## src/rtl/morse_frame_sequencer.sv

```systemverilog
// Morse frame sequencer: packs decoded Morse codes into a frame for the
// downstream translator, waits for its result to settle, then streams the
// translated characters out one byte at a time.
module morse_frame_sequencer #(
  parameter int                CODE_W        = 10,
  parameter int                SLOTS         = 16,
  parameter int                SETTLE_CYCLES = 2,
  parameter logic [CODE_W-1:0] PAD_CODE      = 10'h3FF
) (
  input  logic                      clk,
  input  logic                      rst_n,
  input  logic [CODE_W-1:0]         seq_in,
  input  logic                      seq_valid,
  output logic                      seq_ready,
  input  logic                      flush,
  output logic [SLOTS*CODE_W-1:0]   frame_sequences,
  input  logic [SLOTS*8-1:0]        translated_characters,
  output logic [7:0]                char_out,
  output logic                      char_valid,
  input  logic                      char_ready,
  output logic                      char_last,
  output logic                      busy,
  output logic [7:0]                frame_count
);

  localparam int FRAME_W = SLOTS * CODE_W;
  localparam int RES_W   = SLOTS * 8;
  localparam int CNT_W   = $clog2(SLOTS + 1);
  localparam int IDX_W   = (SLOTS > 1) ? $clog2(SLOTS) : 1;
  localparam int SET_W   = $clog2(SETTLE_CYCLES + 1);

  typedef enum logic [1:0] {
    FILL   = 2'd0,
    LAUNCH = 2'd1,
    SETTLE = 2'd2,
    DRAIN  = 2'd3
  } state_t;

  state_t             state_q, state_d;
  logic [CNT_W-1:0]   count_q, count_d;
  logic [FRAME_W-1:0] staging_q, staging_d;
  logic [FRAME_W-1:0] frame_q, frame_d;
  logic [SET_W-1:0]   settle_q, settle_d;
  logic [RES_W-1:0]   result_q, result_d;
  logic [IDX_W-1:0]   idx_q, idx_d;
  logic               valid_q, valid_d;
  logic [7:0]         fcount_q, fcount_d;

  logic               accept;
  logic [CNT_W-1:0]   count_acc;
  logic               at_last;
  logic [7:0]         result_bytes [SLOTS];

  // Slot 0 of the result sits in the MSBs; split it into addressable bytes.
  for (genvar gi = 0; gi < SLOTS; gi++) begin : g_bytes
    assign result_bytes[gi] = result_q[RES_W-1-gi*8 -: 8];
  end

  // Handshake and flag decode; reset forces seq_ready low immediately.
  assign seq_ready = rst_n && (state_q == FILL) && (count_q < CNT_W'(SLOTS));
  assign accept    = seq_ready && seq_valid;
  assign count_acc = count_q + {{(CNT_W-1){1'b0}}, accept};
  assign at_last   = (CNT_W'(idx_q) == (count_q - 1'b1));

  assign frame_sequences = frame_q;
  assign char_valid      = valid_q;
  assign char_out        = valid_q ? result_bytes[idx_q] : 8'h00;
  assign char_last       = valid_q && at_last;
  assign busy            = (state_q != FILL);
  assign frame_count     = fcount_q;

  // Next-state and datapath updates for fill / launch / settle / drain.
  always_comb begin
    state_d   = state_q;
    count_d   = count_q;
    staging_d = staging_q;
    frame_d   = frame_q;
    settle_d  = settle_q;
    result_d  = result_q;
    idx_d     = idx_q;
    valid_d   = valid_q;
    fcount_d  = fcount_q;

    case (state_q)
      FILL: begin
        if (accept) begin
          for (int i = 0; i < SLOTS; i++) begin
            if (count_q == CNT_W'(i)) begin
              staging_d[FRAME_W-1-i*CODE_W -: CODE_W] = seq_in;
            end
          end
          count_d = count_acc;
        end
        // A flush that coincides with a code still launches that code.
        if ((count_acc == CNT_W'(SLOTS)) || (flush && (count_acc != '0))) begin
          state_d = LAUNCH;
        end
      end
      LAUNCH: begin
        frame_d  = staging_q;
        settle_d = '0;
        state_d  = SETTLE;
      end
      SETTLE: begin
        if (settle_q == SET_W'(SETTLE_CYCLES)) begin
          result_d = translated_characters;
          fcount_d = fcount_q + 8'd1;
          idx_d    = '0;
          valid_d  = 1'b1;
          state_d  = DRAIN;
        end else begin
          settle_d = settle_q + 1'b1;
        end
      end
      DRAIN: begin
        if (valid_q && char_ready) begin
          if (at_last) begin
            valid_d   = 1'b0;
            count_d   = '0;
            staging_d = {SLOTS{PAD_CODE}};
            state_d   = FILL;
          end else begin
            idx_d = idx_q + 1'b1;
          end
        end
      end
      default: state_d = FILL;
    endcase
  end

  // State and datapath registers with asynchronous reset.
  always_ff @(posedge clk or negedge rst_n) begin
    if (!rst_n) begin
      state_q   <= FILL;
      count_q   <= '0;
      staging_q <= {SLOTS{PAD_CODE}};
      frame_q   <= '1;
      settle_q  <= '0;
      result_q  <= '0;
      idx_q     <= '0;
      valid_q   <= 1'b0;
      fcount_q  <= 8'd0;
    end else begin
      state_q   <= state_d;
      count_q   <= count_d;
      staging_q <= staging_d;
      frame_q   <= frame_d;
      settle_q  <= settle_d;
      result_q  <= result_d;
      idx_q     <= idx_d;
      valid_q   <= valid_d;
      fcount_q  <= fcount_d;
    end
  end

endmodule

```

## config.mk

```make
export PLATFORM = sky130hd
export DESIGN_NAME = morse_frame_sequencer
export DESIGN_NICKNAME = d
export VERILOG_FILES = /design/src/rtl/morse_frame_sequencer.sv
export SDC_FILE = /design/constraint.sdc
export NUM_CORES = 1
export LEC_CHECK = 0
export CAP_MARGIN = 10
export CORE_MARGIN = 5
export CORE_UTILIZATION = 53
export DETAILED_ROUTE_END_ITERATION = 8
export GPL_TIMING_DRIVEN = 0
export HOLD_SLACK_MARGIN = 0.08
export PLACE_DENSITY = 0.79
export SYNTH_ARGS = -nofsm -noshare
export SYNTH_HDL_FRONTEND = slang
export SYNTH_SLANG_ARGS = --single-unit
export TNS_END_PERCENT = 5
```

## constraint.sdc

```tcl
create_clock -name clk -period 3.1 [get_ports clk]
set_input_delay 0.93 -clock clk [delete_from_list [all_inputs] [get_ports clk]]
set_output_delay 0.93 -clock clk [all_outputs]
set_load 0.02 [all_outputs]
```

# Word-level counts from Yosys, hierarchy flattened
# Index checks and enable logic that the tools add are counted.
op_classes:
  n_addsub: 5
  magnitude_cmp: 2
  n_eq_ne: 44
  mux: 43
  n_bitwise: 1
  n_reduce_logical: 36
ops:
  columns: ["op", "n"]
  rows:
  - ["160-bit 2-to-1 mux", 3]
  - ["160-bit case mux with 2 select lines", 1]
  - ["10-bit 2-to-1 mux", 16]
  - ["5-bit AND reduction", 16]
  - ["5-bit by 4-bit == test with 1-bit output, second input constant", 8]
  - ["2-bit by 1-bit inequality test with 1-bit output, second input constant", 17]
  - ["8-bit binary-select mux with 4-bit select", 1]
  - ["8-bit 2-to-1 mux", 3]
  - ["5-bit by 3-bit == test with 1-bit output, second input constant", 4]
  - ["4-bit AND reduction", 4]
  - ["5-bit 2-to-1 mux", 3]
  - ["4-bit 2-to-1 mux", 3]
  - ["2-bit inequality test, second input constant", 6]
  - ["5-bit by 2-bit == test with 1-bit output, second input constant", 2]
  - ["2-bit 2-to-1 mux", 5]
  - ["5-bit case mux with 2 select lines", 1]
  - ["8-bit by 1-bit adder with 8-bit output, second input constant", 1]
  - ["2-bit case mux with 4 select lines", 1]
  - ["4-bit case mux with 2 select lines", 1]
  - ["2-bit nonzero test", 4]
  - ["2-bit == test, second input constant", 3]
  - ["1-bit logical AND", 6]
  - ["5-bit by 1-bit adder with 5-bit output", 1]
  - ["4-bit by 5-bit == test with 1-bit output", 1]
  - ["other kinds (17)", 20]
totals:
  register_bits: 470
  input_bits: 143
  output_inout_bits: 180
  elab_cells: 155

# Logic depth before layout (Yosys ltp)
# Gate-level depths: netlist (run 1).
logic_depth:
  depth_word: 10
  ltp_mapped: 13
  depth_no_buf: 12

# Worst setup path after synthesis (run 1)
# No wires, ideal clock.
synth_timing:
  kind: "register to register"
  from: "register state_q[0]"
  to: "register state_q[1]"
  setup_time_ps: 128
  t_arrival_ps: 3336
  slack_ps: -364
  stages_incl_launch_ff: 14
  path_buffers: 1
  synth_period_minus_slack_ps: 3464
  path_cell_list: "dfrtp_1 -> inv_1 -> ha_1 -> clkbuf_1 -> inv_1 -> nor3b_1 -> and2_1 -> ha_1 -> ha_1 -> nor2_1 -> nand2_1 -> nor4bb_1 -> nor4b_4 -> mux2_1"
synth_via:
  elab_chain_len: 10
  word_cells_on_any_way: 18
synth_rtl:
  columns: ["element", "line_no", "text"]
  rows:
  - ["start, declared", "39", "state_t state_q, state_d;"]
  - ["start signal, assigned", "144", "state_q <= state_d;"]
  - ["2-bit logical NOT *", "60", "assign seq_ready = rst_n && (state_q == FILL) && (count_q < CNT_W'(SLOTS));"]
  - ["1-bit logical AND * (2 in series)", "60", null]
  - ["net seq_ready", "14", "output logic seq_ready,"]
  - ["1-bit logical AND *", "61", "assign accept = seq_ready && seq_valid;"]
  - ["5-bit by 1-bit adder with 5-bit output *", "62", "assign count_acc = count_q + {{(CNT_W-1){1'b0}}, accept};"]
  - ["5-bit nonzero test", "95", "if ((count_acc == CNT_W'(SLOTS)) || (flush && (count_acc != '0))) begin"]
  - ["1-bit logical AND", "95", null]
  - ["1-bit logical OR *", "95", null]
  - ["2-bit by 1-bit inequality test with 1-bit output (no source line) *", null, null]
  - ["4-bit AND reduction (no source line) *", null, null]
# The timed path passes the listed nets; every way through them passes the cells marked *.
# A chain may end at the register's enable or synchronous reset.

# Final worst setup path (run 1)
layout_timing:
  from: "register idx_q[0]"
  to: "output port char_out[2]"
layout_via:
  elab_chain_len: 5
layout_rtl:
  columns: ["element", "line_no", "text"]
  rows:
  - ["start, declared", "45", "logic [IDX_W-1:0] idx_q, idx_d;"]
  - ["start signal, assigned", "150", "idx_q <= idx_d;"]
  - ["4-bit inverter with 5-bit output (implied by the code)", "67", "assign char_out = valid_q ? result_bytes[idx_q] : 8'h00;"]
  - ["8-bit binary-select mux with 4-bit select", "67", null]
  - ["8-bit 2-to-1 mux (implied by the code) (2 in series)", "67", null]
  - ["8-bit 2-to-1 mux", "67", null]
  - ["end, declared", "18", "output logic [7:0] char_out,"]
# No other way between the ends. The select of a mux whose other input is x is not followed.

==> metrics, run 1 <==
Final Cycle Share=114.0%; path type of the worst setup path=flip-flop to output pin; GRT overflow=0; DRT Wirelength=between 50000 and 60000 um; Post-synth EDFFs=0; PwrDens=~1300 nW/um2; CP endpoint kind=output pin; Max-slew headroom=a little over a third; leakage power=0.01052 uW; CTS tree=yes; worst r2r dst=state_q[1]$_DFFE_PN0P_; Yosys reg bits=470; status=finished with violations; DP HPWL=36780 um; worst skew pair latency=about 0.55 ns; Die Ht=202.1 um; r2r worst-path depth=13; min Tclk post-route=~3.5 ns; initial core utilization=about 54%; failing checks=setup timing; DRT iter0 DRCs=about 1000; Finished Layout Cells=2405; Netlist cell types=48; Buf/Inv on CP=3; layout overhead on the synthesized area=30.38%; Worst R2R Start=state_q[0]$_DFFE_PN0P_; Sequential cell area=approximately 12000 um2; syn_area_per_cell=around 13 um2; htree depth=2; DR vias=around 14000; DR pass1 iterations=6; worst slack, placed=-0.8203 ns; Required @ worst endpoint=about 2.2 ns; final count of pins violating max slew=0; setup TNS=-3.356 ns; RSZ-0062 raised after global routing=yes; MaxCap Viol Count=0; hold buffer count at CTS=0; Max Root-Sink Buffers=3; # DRC=0; Clock Skew=approximately 0.022 ns; flop2flop setup slack=0.13 ns; initial antenna violation count=3; Final nets=about 2100; vias in the first global route=around 14000; DIE AREA=40830 um2; core area=36520 um2; Detail Route Antenna Nets=0; All-Layer GR Usage=between 20 and 30%; vias per cell=5.632; final count of hold timing violations=0; ys async rst share=100.0%; fraction of layout cells with a size suffix above 1=a little over a third; Die X=just over 200 um; fin worst setup slack=-0.4332 ns; Site Rows=70; crit path cell chain=buf_12, buf_12, mux4_2, mux4_2, and2_1, buf_2; critical path fanouts, max=8; worst vdd ir=about 0.6 mV; Synth warnings=0; CP endpoint=char_out[2]; Peak Freq=0.2830 GHz; crit path from=idx_q[0]$_DFFE_PN0P_; multi-input logic area=~7000 um2; fillers=between 2000 and 3000; syn_nets=roughly 1700; commonest non-fill, non-tap cell in the layout=nand2_1; placed instance count=between 2000 and 2500; I/O Buffers=322; Ports=about 320; sequential area share after synthesis=62.21%; Top FF cell, synth=dfstp_2; Final Power=between 30000 and 40000 uW; Final setup viols=9; CTS Root Cell=clkbuf_16; GP Congestion=between 0.8 and 0.9; CTS sink count=470; worst hold path type=input pin to async pin; CP peak stage delay=about 0.53 ns; WP depth=6; commonest non-fill, non-tap cells in the layout=nand2_1, dfstp_2, clkdlybuf4s50_1; Worst-path clk slew=0.06 ns; actual slew at the worst max-slew pin=between 0.9 and 1 ns; global-route wire length before repair=just over 80000 um; Mapped Cells=about 1500; per-cell routed wire length=approximately 22 um; Util after Layout=69.79%; critical path arrival=roughly 2.6 ns; CTS Buf Count=47; post-synthesis cell area=19550 um2; CP top delay family=multiplexers; crit start category=flip-flop; CP max-delay cell=mux4_2; largest net degree at the start of global routing=approximately 130
-- logic make-up after synthesis --
kind of cell | after synthesis | share of synthesized area [%]
fa+ha+maj | 15 | 0.9601
flops | 470 | 62.21
mux | 203 | 13.99
buf+inv | 114 | 2.368
simple gates | 489 | 11.09
compound gates | 200 | 8.538
xor+xnor | 18 | 0.8449
-- cell usage after synthesis, types with 2 or more instances --
cell type / count / area [um2]
xnor2_1: 13 / 113.9
nor2_2: 6 / 37.54
and2_1: 11 / 68.82
dfrtp_1: 150 / 3754
nor2_8: 10 / 200.2
ha_1: 15 / 187.7
or4_1: 2 / 15.01
or2_2: 11 / 68.82
dfstp_2: 320 / 8408
nand4_1: 2 / 12.51
o21ai_0: 22 / 110.1
a21oi_1: 2 / 10.01
mux4_2: 40 / 900.9
inv_1: 9 / 33.78
nand2_1: 415 / 1558
a21o_1: 2 / 15.01
buf_1: 13 / 48.80
nand2b_1: 6 / 37.54
a22o_1: 6 / 52.55
nand3_1: 9 / 45.04
o22a_1: 160 / 1401
nor3_1: 2 / 10.01
nor3b_1: 3 / 22.52
mux2_2: 161 / 1813
clkbuf_1: 81 / 304.0
xor2_1: 4 / 35.03
nor2_1: 5 / 18.77
buf_6: 3 / 33.78
buf_2: 7 / 35.03
-- how the worst min path moves through the flow --
stage                                 start                           end  slack, ns
4_1_cts                               rst_n        char_valid$_DFFE_PN0P_       0.30
6_report                              rst_n        char_valid$_DFFE_PN0P_       0.31
3_5_place_dp    result_bytes[3]$_DFFE_PN0P_   result_bytes[3]$_DFFE_PN0P_       0.46
5_1_grt                               rst_n        char_valid$_DFFE_PN0P_       0.32
3_3_place_gp   result_bytes[44]$_DFFE_PN0P_  result_bytes[44]$_DFFE_PN0P_       0.45
2_1_floorplan  result_bytes[10]$_DFFE_PN0P_  result_bytes[10]$_DFFE_PN0P_       0.44
-- where the power goes --
| group | switching, uW | total [uW] | internal [uW] |
|---|---|---|---|
| sequential | 1800 | 12500 | 10700 |
| clock | 2380 | 6170 | 3790 |
| combinational | 7500 | 14500 | 6970 |
-- flip-flops by register name, indices dropped and copies added, names as in the netlist --
register / flops
staging_q: 160
idx_q: 4
frame_sequences: 160
count_q: 5
state_q: 2
char_valid: 1
result_bytes: 128
settle_q: 2
frame_count: 8
-- metal layers --
layer | GRT usage (%) | up-vias | routed length [um]
li1 | - | 6013 | -
met1 | 33.96 | 6905 | 21420
met2 | 42.85 | 516 | 26270
met3 | 5.503 | 110 | 3444
met4 | 8.691 | 0 | 1927
met5 | 0 | - | 0
-- per-stage QoR --
stage	hold WS [ns]	instance area (um2)
after floorplan	0.4403	19570
after global placement	0.4542	23380
after detailed placement	0.4573	23490
after CTS	0.2967	25280
after global routing	0.3248	25490
final	0.3059	25490
-- final cells by class --
class | count | share of cell area [%]
Clock inverter | 21 | 1.257
Clock buffer | 65 | 5.429
Sequential cell | 470 | 47.72
Timing Repair Buffer | 339 | 13.67
Multi-Input combinational cell | 925 | 27.48
Antenna cell | 3 | 0.02945
Inverter | 9 | 0.1424
Tap cell | 468 | 2.297
Buffer | 105 | 1.968
-- repair_timing --
item                                    4_1_cts  5_1_grt
buffers inserted                              4        6
gates resized for setup                      70       35
pin swaps                                     1        3
cloned                                        0        3
endpoints found under the setup margin       11       86
-- worst register-to-register path: stages (launching register included) --
cell and delay, ns:
dfrtp_1 0.40, inv_1 0.14, ha_1 0.19, clkbuf_4 0.20, inv_1 0.11, nor3b_4 0.19
and2_1 0.16, ha_1 0.16, ha_1 0.24, xnor2_1 0.16, nand2_1 0.09, nor4bb_2 0.40
nor4b_4 0.09, mux2_1 0.32
Note: power is estimated with default switching activity, not from simulation.
==> inputs of run 2 (changes only) <==
- ABC_AREA: not set -> 1
- CORE_UTILIZATION: 53 -> 54
- PLACE_DENSITY: 0.79 -> 0.81
==> metrics, run 2 <==
DP HPWL=around 41000 um; PwrDens=between 1000 and 1500 nW/um2; CTS Root Cell=clkbuf_16; Max Root-Sink Buffers=3; Final nets=between 2000 and 3000; GRT overflow=0; Seq pwr share=between 40 and 50%; fraction of layout cells with a size suffix above 1=about a fifth; final count of pins violating max slew=0; layout overhead on the synthesized area=29.84%; global-route wire length before repair=around 90000 um; syn_nets=about 2400; Synth warnings=0; Yosys top cell by area=dfstp_2; most common cell in the netlist=nand2_1; # DRC=0; DR vias=~17000; switching share of power=between 30% and 40%; I/O Buffers=about 320; sequential area share after synthesis=between 60% and 70%; RSZ-0062 raised after global routing=yes; Worst R2R Start=state_q[0]$_DFFE_PN0P_; Top FF cell, synth=dfstp_2; CP endpoint kind=output pin; GP Congestion=~0.94; Worst-path clk slew=around 0.060 ns; Util after Layout=approximately 71%; htree depth=2; status=finished with violations; CTS Buf Count=46; post-synthesis cell area=~20000 um2; fillers=between 2000 and 3000; Post-synth EDFFs=0; actual slew at the worst max-slew pin=around 1.1 ns; hold path cells=2; min Tclk post-route=~3.2 ns; combinational share of power=39.7%; ys async rst share=100.0%; Final setup viols=8; Mapped Cells=between 2000 and 2500; commonest non-fill, non-tap cell in the layout=nand2_1; Sequential cell area=about 12000 um2; critical path arrival=between 2 and 2.5 ns; Yosys reg bits=470; commonest non-fill, non-tap cells in the layout=nand2_1, dfstp_2, clkdlybuf4s50_1; vias in the first global route=about 17000; All-Layer GR Usage=between 20% and 30%; initial core utilization=between 50% and 60%; Ports=about 320; Fin Hold WS=approximately 0.45 ns; leakage power=between 0.01 and 0.015 uW; Site Rows=69; worst hold path type=flip-flop to flip-flop; Max-slew headroom=between 20% and 30%; CTS sink count=between 400 and 500; Clock Power Share=approximately a fifth; core area=between 30000 and 40000 um2; Required @ worst endpoint=around 2.2 ns; Final Cycle Share=104.4%; r2r worst-path depth=5; Clock Skew=0.02403 ns; critical path fanouts, max=8; worst skew pair latency=between 0.5 and 0.6 ns; DR pass1 iterations=6; Peak Freq=approximately 0.31 GHz; Pint=18360 uW; per-cell routed wire length=approximately 18 um; Detail Route Antenna Nets=0; largest net degree at the start of global routing=between 100 and 150; vias per cell=around 5.4; DIE AREA=40320 um2; area of placed instances=~24000 um2; path type of the worst setup path=flip-flop to output pin; multi-input logic area=between 6000 and 7000 um2; Die X=200.8 um; final count of hold timing violations=0; crit start category=flip-flop; DRT Wirelength=a little under 60000 um; DRT iter0 DRCs=between 1000 and 1500; CTS tree=yes; worst slack, placed=-0.8233 ns; post-route cell area=25530 um2; failing checks=setup timing; Synth top cells by count=nand2_1, dfstp_2, dfrtp_1, o21ai_1, nor2_1; largest cells by area after synthesis=dfstp_2, nand2_1, dfrtp_1; hold buffer count at CTS=0; crit path from=idx_q[0]$_DFFE_PN0P_; Yosys top cell area share=a little over two fifths; MaxCap Viol Count=0; Netlist cell types=28; initial antenna violation count=0; worst vdd ir=0.4819 mV; switching pwr=approximately 11000 uW; syn_area_per_cell=between 8 and 9 um2; Die Ht=200.8 um; hold path start=staging_q[59]$_DFFE_PN1P_; fin worst setup slack=-0.1373 ns
==> run 2: cell types whose count changed in the layout (fill, tap and decap cells not counted), sizes merged, moves of 31 or more <==
| cell | delta |
|---|---|
| buf | +33 |
| mux2 | -162 |
| mux4 | -40 |
| nand2 | +697 |
| nor2 | +99 |
| o211ai | +31 |
| o21ai | +208 |
| o22a | -160 |
==> run 2: area by class of cell <==
type | instances | area share (%)
Buffer | 140 | 2.897
Inverter | 37 | 0.5980
Sequential cell | 470 | 47.65
Tap cell | 461 | 2.260
Timing Repair Buffer | 339 | 13.72
Clock buffer | 74 | 5.519
Antenna cell | 1 | 0.009803
Multi-Input combinational cell | 1607 | 26.72
Clock inverter | 10 | 0.6274
==> run 2: final timing paths <==
kind | endpoint | slack (ns)
worst min-delay path | frame_sequences[59]$_DFFE_PN1P_ | 0.45
worst max register to register | staging_q[69]$_DFFE_PN1P_ | 0.35
worst min register to register | frame_sequences[59]$_DFFE_PN1P_ | 0.45
worst max-delay path | char_out[7] | -0.14
max in group asynchronous | result_bytes[122]$_DFFE_PN0P_ | 1.49
min in group asynchronous | frame_sequences[111]$_DFFE_PN1P_ | 0.51
==> run 2: power by group through the flow <==
| stage | Combinational [uW] | Clock [uW] | Sequential [uW] |
|---|---|---|---|
| 6_report | 11800 | 5700 | 12300 |
| 5_1_grt | 13100 | 6020 | 12500 |
| 4_1_cts | 11700 | 5750 | 12200 |
| 3_5_place_dp | 11400 | 0 | 12200 |
| 3_3_place_gp | 11000 | 0 | 12200 |
| 2_1_floorplan | 6000 | 0 | 12800 |
==> run 2: per-stage QoR <==
| stage | setup TNS [ns] | total power (uW) | cells |
|---|---|---|---|
| 2_1_floorplan | 0 | 18840 | 2254 |
| 3_3_place_gp | -9049.73 | 23180 | 3037 |
| 3_5_place_dp | -45.66 | 23680 | 3041 |
| 4_1_cts | -1.613 | 29650 | 3127 |
| 5_1_grt | -1.483 | 31650 | 3138 |
| 6_report | -0.9396 | 29810 | 3139 |
==> run 2: worst max-delay path: stages (launching register included) <==
cell	delay, ns
dfrtp_1	0.38
buf_6	0.18
buf_8	0.14
buf_8	0.15
buf_6	0.11
nor2_2	0.03
o211ai_1	0.26
nand3_1	0.13
a21oi_2	0.20
buf_4	0.18
==> run 2: per-layer routing <==
metal  vias to the layer above  global-route usage, %  wire (um)
met3                       151                  4.927       4296
met4                         0                  11.75       2410
met5                         -                      0          0
met2                       741                  47.44      28130
met1                      8151                  36.83      23140
li1                       7903                      -          -
==> run 2: logic make-up after synthesis <==
family | after synthesis | synth area share, %
simple gates | 1291 | 25.20
flops | 470 | 61.86
compound gates | 292 | 7.879
buf+inv | 177 | 3.704
fa+ha+maj | 15 | 0.9547
xor+xnor | 9 | 0.4010
==> run 2: timing repair <==
action	in CTS	in global routing
resized for setup	104	49
gates cloned	2	0
setup endpoints to repair	13	11
setup buffers	0	11
pin swaps	8	25
